$ cat config.mk
export PLATFORM = sky130hd
export DESIGN_NAME = tcs_freq_sampler
export DESIGN_NICKNAME = d
export VERILOG_FILES = /design/src/rtl/color_pkg.sv /design/src/rtl/edge_sync.sv /design/src/rtl/tcs_freq_sampler.sv
export SDC_FILE = /design/constraint.sdc
export NUM_CORES = 1
export LEC_CHECK = 0
export CELL_PAD_IN_SITES_DETAIL_PLACEMENT = 1
export CELL_PAD_IN_SITES_GLOBAL_PLACEMENT = 1
export CORE_MARGIN = 5
export CORE_UTILIZATION = 35
export DETAILED_ROUTE_END_ITERATION = 8
export PLACE_DENSITY_LB_ADDON = 0.05
export SYNTH_ARGS = -nofsm -noshare
export SYNTH_HDL_FRONTEND = slang
export SYNTH_SLANG_ARGS = --single-unit
$ cat constraint.sdc
create_clock -name clk -period 15.61 [get_ports clk]
set_clock_uncertainty 0.2 [all_clocks]
set_input_delay 2.3415 -clock clk [delete_from_list [all_inputs] [get_ports clk]]
set_output_delay 2.3415 -clock clk [all_outputs]
set_load 0.005 [all_outputs]
$ cat src/rtl/color_pkg.sv
// Shared definitions for the colour-sensor front end and its downstream classifier.
package color_pkg;

    localparam int unsigned GATE_CYCLES_DEF = 12_500_000;
    localparam int unsigned SHIFT_DEF       = 3;

    typedef enum logic [1:0] {
        FILT_RED   = 2'b00,
        FILT_BLUE  = 2'b01,
        FILT_GREEN = 2'b11
    } filter_e;

    typedef enum logic [1:0] {
        ST_IDLE,
        ST_SETTLE,
        ST_GATE,
        ST_PUBLISH
    } state_e;

    // Fixed measurement order: RED -> BLUE -> GREEN -> RED.
    function automatic filter_e next_filter(input filter_e f);
        case (f)
            FILT_RED:  return FILT_BLUE;
            FILT_BLUE: return FILT_GREEN;
            default:   return FILT_RED;
        endcase
    endfunction

endpackage

$ cat src/rtl/edge_sync.sv
// Two-flop synchroniser for the sensor square wave plus a rising-edge pulse.
module edge_sync (
    input  logic clk,
    input  logic rst,
    input  logic i_async,
    output logic o_rise_c
);

    logic r_s1;
    logic r_s2;
    logic r_prev;

    always_ff @(posedge clk or posedge rst) begin
        if (rst) begin
            r_s1   <= 1'b0;
            r_s2   <= 1'b0;
            r_prev <= 1'b0;
        end else begin
            r_s1   <= i_async;
            r_s2   <= r_s1;
            r_prev <= r_s2;
        end
    end

    assign o_rise_c = r_s2 & ~r_prev;

endmodule

$ cat src/rtl/tcs_freq_sampler.sv
// Colour-sensor front end: steps the filter through RED/BLUE/GREEN, counts sensor
// edges over a gate window per filter and publishes the scaled frame at once.
module tcs_freq_sampler
    import color_pkg::*;
#(
    parameter int unsigned GATE_CYCLES   = GATE_CYCLES_DEF,
    parameter int unsigned SETTLE_CYCLES = 100_000,
    parameter int unsigned CNT_W         = 25,
    parameter int unsigned SHIFT         = SHIFT_DEF
) (
    input  logic             clk,
    input  logic             rst,
    input  logic             enable,
    input  logic             freq_in,
    output logic             select0,
    output logic             select1,
    output logic             select2,
    output logic             select3,
    output logic             EO,
    output logic [CNT_W-1:0] red,
    output logic [CNT_W-1:0] green,
    output logic [CNT_W-1:0] blue,
    output logic             sample_valid,
    output logic             overflow
);

    localparam int unsigned TMR_MAX = (GATE_CYCLES > SETTLE_CYCLES) ? GATE_CYCLES : SETTLE_CYCLES;
    localparam int unsigned TMR_W   = (TMR_MAX > 1) ? $clog2(TMR_MAX) : 1;

    state_e            r_state;
    filter_e           r_filt;
    logic [TMR_W-1:0]  r_tmr;
    logic [CNT_W-1:0]  r_cnt;
    logic [CNT_W-1:0]  r_sh_red;
    logic [CNT_W-1:0]  r_sh_blue;
    logic [CNT_W-1:0]  r_sh_green;
    logic [2:0]        r_sh_ovf;
    logic [CNT_W-1:0]  r_red;
    logic [CNT_W-1:0]  r_green;
    logic [CNT_W-1:0]  r_blue;
    logic              r_valid;
    logic              r_ovf;

    logic              w_rise;
    logic [CNT_W-1:0]  w_cnt_next;
    logic [CNT_W-1:0]  w_shl;
    logic [CNT_W-1:0]  w_scaled;
    logic              w_sat;

    edge_sync u_edge_sync (
        .clk      (clk),
        .rst      (rst),
        .i_async  (freq_in),
        .o_rise_c (w_rise)
    );

    // Saturating edge count including this cycle's edge, and its saturating scale.
    always_comb begin
        w_cnt_next = r_cnt;
        if (w_rise && (r_cnt != '1)) begin
            w_cnt_next = r_cnt + CNT_W'(1);
        end
        w_shl    = w_cnt_next << SHIFT;
        w_sat    = ((w_shl >> SHIFT) != w_cnt_next) || (w_cnt_next == '1);
        w_scaled = w_sat ? '1 : w_shl;
    end

    always_ff @(posedge clk or posedge rst) begin
        if (rst) begin
            r_state    <= ST_IDLE;
            r_filt     <= FILT_RED;
            r_tmr      <= '0;
            r_cnt      <= '0;
            r_sh_red   <= '0;
            r_sh_blue  <= '0;
            r_sh_green <= '0;
            r_sh_ovf   <= '0;
            r_red      <= '0;
            r_green    <= '0;
            r_blue     <= '0;
            r_valid    <= 1'b0;
            r_ovf      <= 1'b0;
        end else begin
            r_valid <= 1'b0;
            case (r_state)
                ST_IDLE: begin
                    r_filt <= FILT_RED;
                    r_tmr  <= '0;
                    r_cnt  <= '0;
                    if (enable) begin
                        r_state <= ST_SETTLE;
                    end
                end
                ST_SETTLE: begin
                    if (!enable) begin
                        r_state <= ST_IDLE;
                        r_filt  <= FILT_RED;
                    end else if (r_tmr == TMR_W'(SETTLE_CYCLES - 1)) begin
                        r_tmr   <= '0;
                        r_cnt   <= '0;
                        r_state <= ST_GATE;
                    end else begin
                        r_tmr <= r_tmr + TMR_W'(1);
                    end
                end
                ST_GATE: begin
                    if (!enable) begin
                        r_state <= ST_IDLE;
                        r_filt  <= FILT_RED;
                    end else if (r_tmr == TMR_W'(GATE_CYCLES - 1)) begin
                        r_tmr <= '0;
                        r_cnt <= '0;
                        case (r_filt)
                            FILT_RED: begin
                                r_sh_red    <= w_scaled;
                                r_sh_ovf[0] <= w_sat;
                            end
                            FILT_BLUE: begin
                                r_sh_blue   <= w_scaled;
                                r_sh_ovf[1] <= w_sat;
                            end
                            default: begin
                                r_sh_green  <= w_scaled;
                                r_sh_ovf[2] <= w_sat;
                            end
                        endcase
                        r_filt  <= next_filter(r_filt);
                        r_state <= (r_filt == FILT_GREEN) ? ST_PUBLISH : ST_SETTLE;
                    end else begin
                        r_tmr <= r_tmr + TMR_W'(1);
                        r_cnt <= w_cnt_next;
                    end
                end
                default: begin
                    r_red   <= r_sh_red;
                    r_blue  <= r_sh_blue;
                    r_green <= r_sh_green;
                    r_ovf   <= |r_sh_ovf;
                    r_valid <= 1'b1;
                    r_state <= enable ? ST_SETTLE : ST_IDLE;
                end
            endcase
        end
    end

    assign select0          = 1'b1;
    assign select1          = 1'b0;
    assign {select2, select3} = r_filt;
    assign EO               = 1'b0;
    assign red              = r_red;
    assign green            = r_green;
    assign blue             = r_blue;
    assign sample_valid     = r_valid;
    assign overflow         = r_ovf;

endmodule

==> key figures <==
STA
  • Setup slack after layout: 10830 ps
  • Fin. Hold Viols: 0
  • Setup tns final: 0 ps
  • Hold Worst Slack: 155.9 ps
  • Tcrit/Tclk final: 30.62%
  • Final setup vio count: 0
  • RSZ-0062 raised after global routing: false
  • Max_slew headroom: 25.27%
  • Final Max Slew Viols: 0
  • Slew @ Worst Pin: 1121 ps
  • Tmin final: 4779 ps
  • Peak Freq: 0.2092 GHz

Finish
  • Fin util: 41.93%
  • Final nets: 823
  • Layout cells sized above 1: 16.22%
  • Non-filler cells, final: 1150
  • N_diodes: 0
  • Design area: 0.01011 sq mm
  • Area of the multi-input gates: 0.003254 sq mm
  • Seq. cell area: 0.004905 sq mm
  • Layout Area Growth over Synthesis: 19.36%
  • Filler instances: 2654

Worst setup path
  • Slowest cell on the critical path: and3_1
  • Worst reg2reg path endpoint: r_sh_blue[20]
  • Critical R2R Launch: r_tmr[5]
  • Reg2Reg Depth: 7
  • CP Capture Type: register
  • Crit Path Category: input port to register
  • Worst Path Buf+Inv: 3
  • Startpoint Class: input port
  • CP required: 15680 ps
  • CP max stage delay: 890 ps
  • CP Data Arrival Time: 4850 ps
  • Cell family with most CP delay: simple AND/OR/NAND/NOR gates
  • Crit path cell chain: clkdlybuf4s50_1, inv_1, nor2_1, and4_1, buf_4, and3_1, a21oi_1
  • Flop-to-flop setup slack: 12200 ps
  • Worst Path Max Fanout: 24

Route
  • Final WL: 21030 um
  • Via Count: 5868
  • DRT iter0 DRCs: 269
  • Count of antenna-violating nets left after detailed routing: 0
  • First-pass detailed-route iteration total: 4
  • Wirelength per Cell: 18.28 um
  • Vias per inst: 5.103
  • DRC viols: 0

Power
  • Leakage: 4.437 nW
  • Max VDD drop: 0.06746 mV
  • Int Power: 0.8225 mW
  • Net switching power: 0.3541 mW
  • Total power: 1.177 mW
  • Cell area power density: 116.4 mW/mm^2
  • Power share of the clock group: 39.1%
  • Register share of total power: 44.6%
  • Comb pwr share: 16.3%
  • Sw frac: 30.10%

Synthesis
  • Register area share after synthesis: 57.92%
  • Synth async-reset ratio: 100.0%
  • Gate Count Post-Synth: 750
  • Compound-gate portion of the synthesized area: 9.767%
  • Post-Synth Adder-Cell Area: 0.8865%
  • Post-synthesis mux area share: 9.427%
  • Synth Register Bits: 196
  • YS warnings: 0
  • Avg Inst Size Synth: 11.29 sq um
  • Synth Flop Type: dfrtp_1
  • Mapped Area: 0.008468 sq mm
  • XOR/XNOR share of the synthesized area: 3.930%
  • Area share of the largest cell type after synthesis: 57.92%
  • Main combinational cell family by area after synthesis: simple AND/OR/NAND/NOR gates
  • Ranking of synthesized cells by area: dfrtp_1 (58%), mux2_2 (9.3%), a21oi_1 (5.1%)
  • Most frequent cell after synthesis: dfrtp_1
  • Synth Area in Simple Gates: 14.05%
  • Synth top cells by count: dfrtp_1 (196), nor2_1 (89), a21oi_1 (87)
  • Dominant cell type by area after synthesis: dfrtp_1
  • Synth unique cells: 58
  • Post-synth EDFFs: 0

CTS
  • Post-CTS Hold Fix Bufs: 0
  • Worst-path clk slew: 70 ps
  • TritonCTS Buffers: 17
  • CTS max path bufs: 2
  • Worst skew pair latency: 430 ps
  • CTS tree: done
  • Clock Root Buffer: clkbuf_16
  • Post-CTS Resized: 0
  • CTS H-tree lvls: 4
  • Post-CTS Repair Setup Buffers: 0
  • TritonCTS Sinks: 196

Die
  • Core footprint: 0.02411 sq mm
  • FP Rows: 57
  • DIE AREA: 0.02741 sq mm
  • Initial Util: 35.13%
  • Die Wd: 165.5 um
  • Die height: 165.5 um
  • Number of I/O pins: 86

Place
  • Placed Instances: 1118
  • Gpl congestion: 0.7458
  • Placed Area: 0.009494 sq mm
  • Post-DP HPWL: 13500 um
  • # port buffers: 82
  • Place WS: 10330 ps

Hold path
  • Hold WC Path Type: register to register
  • Hold Path Depth: 0
  • Hold EP: u_edge_sync.r_s2
  • Hold path startpoint: u_edge_sync.r_s1

GRT
  • Vias in the first global route: 6339
  • First-pass GRT wire length: 34360 um
  • Total track usage: 15.97%
  • Largest net degree at the start of global routing: 119
  • Grt ovf: 0
  • Antenna violations before repair: 0

Status
  • Status: finished clean

Run
  • Max cap viols: 0
flip-flops by register name (all words and copies together), names as in the netlist, 2 cells and up:
| register | count |
|---|---|
| green | 23 |
| red | 23 |
| r_cnt | 25 |
| r_filt | 2 |
| r_tmr | 24 |
| r_sh_blue | 23 |
| blue | 23 |
| r_sh_green | 23 |
| r_state | 2 |
| r_sh_red | 23 |
power by group through the flow:
stage	Sequential [mW]	Clock, mW	Combinational (mW)
after floorplan	0.532	0	0.141
after detailed placement	0.535	0	0.196
final	0.525	0.460	0.192
after CTS	0.525	0.476	0.197
after global placement	0.534	0	0.190
after global routing	0.526	0.495	0.213
cell type report:
cell class / count / area share [%]
Sequential cell: 196 / 48.53
Multi-Input combinational cell: 496 / 32.20
Timing Repair Buffer: 89 / 8.641
Clock buffer: 19 / 4.481
Tap cell: 324 / 4.011
Clock inverter: 13 / 1.585
Inverter: 13 / 0.5571
worst register-to-register path, stage by stage (launching register included):
cell,delay (ps)
dfrtp_1,470
nor4_4,340
nand4_2,180
nor4_2,440
and4_1,240
buf_4,300
and3_1,890
a21oi_1,190
how the worst max path moves through the flow:
stage,start,to,cells after the start
detailed placement,enable,r_sh_blue[15],7
finish,enable,r_sh_blue[20],7
global placement,enable,r_cnt[23],7
CTS,enable,r_sh_blue[20],7
floorplan,rst,blue[10],1
global route,enable,r_sh_blue[15],7
routing by layer:
metal	global-route usage, %	share of wire, %	vias to the layer above	routed length (um)
met4	4.049	1.1	0	235
met3	3.524	3.2	18	665
li1	-	-	2728	-
met5	0	0	-	0
met1	21.35	47	3032	9853
met2	26.50	49	90	10270
logic make-up (layout without fill, tap and decap cells):
kind of cell | after synthesis | after routing
xor+xnor | 38 | 38
simple gates | 232 | 232
mux | 71 | 71
compound gates | 146 | 146
fa+ha+maj | 6 | 6
flops | 196 | 196
other cells | 2 | 3
buf+inv | 59 | 134
layout by cell type (no fill, tap or decap), types with 3 or more instances in the layout:
master	n
dfrtp_1	196
o21ai_0	26
o21ai_1	5
nand3_1	23
inv_8	3
and3_1	8
a21oi_2	5
a21o_1	3
xor2_1	14
buf_4	7
clkbuf_16	17
inv_6	4
nor3_1	13
nand2_1	46
and4_1	7
nand2b_1	3
clkdlybuf4s50_1	82
nor4b_2	3
inv_1	12
ha_1	5
or2_2	4
mux2_2	70
xnor2_1	24
nand4_1	11
a21oi_1	86
clkinv_4	4
nor2_1	89
or3_1	3
conb_1	3
nor4_1	5
Power figures use the tool's default switching activity.
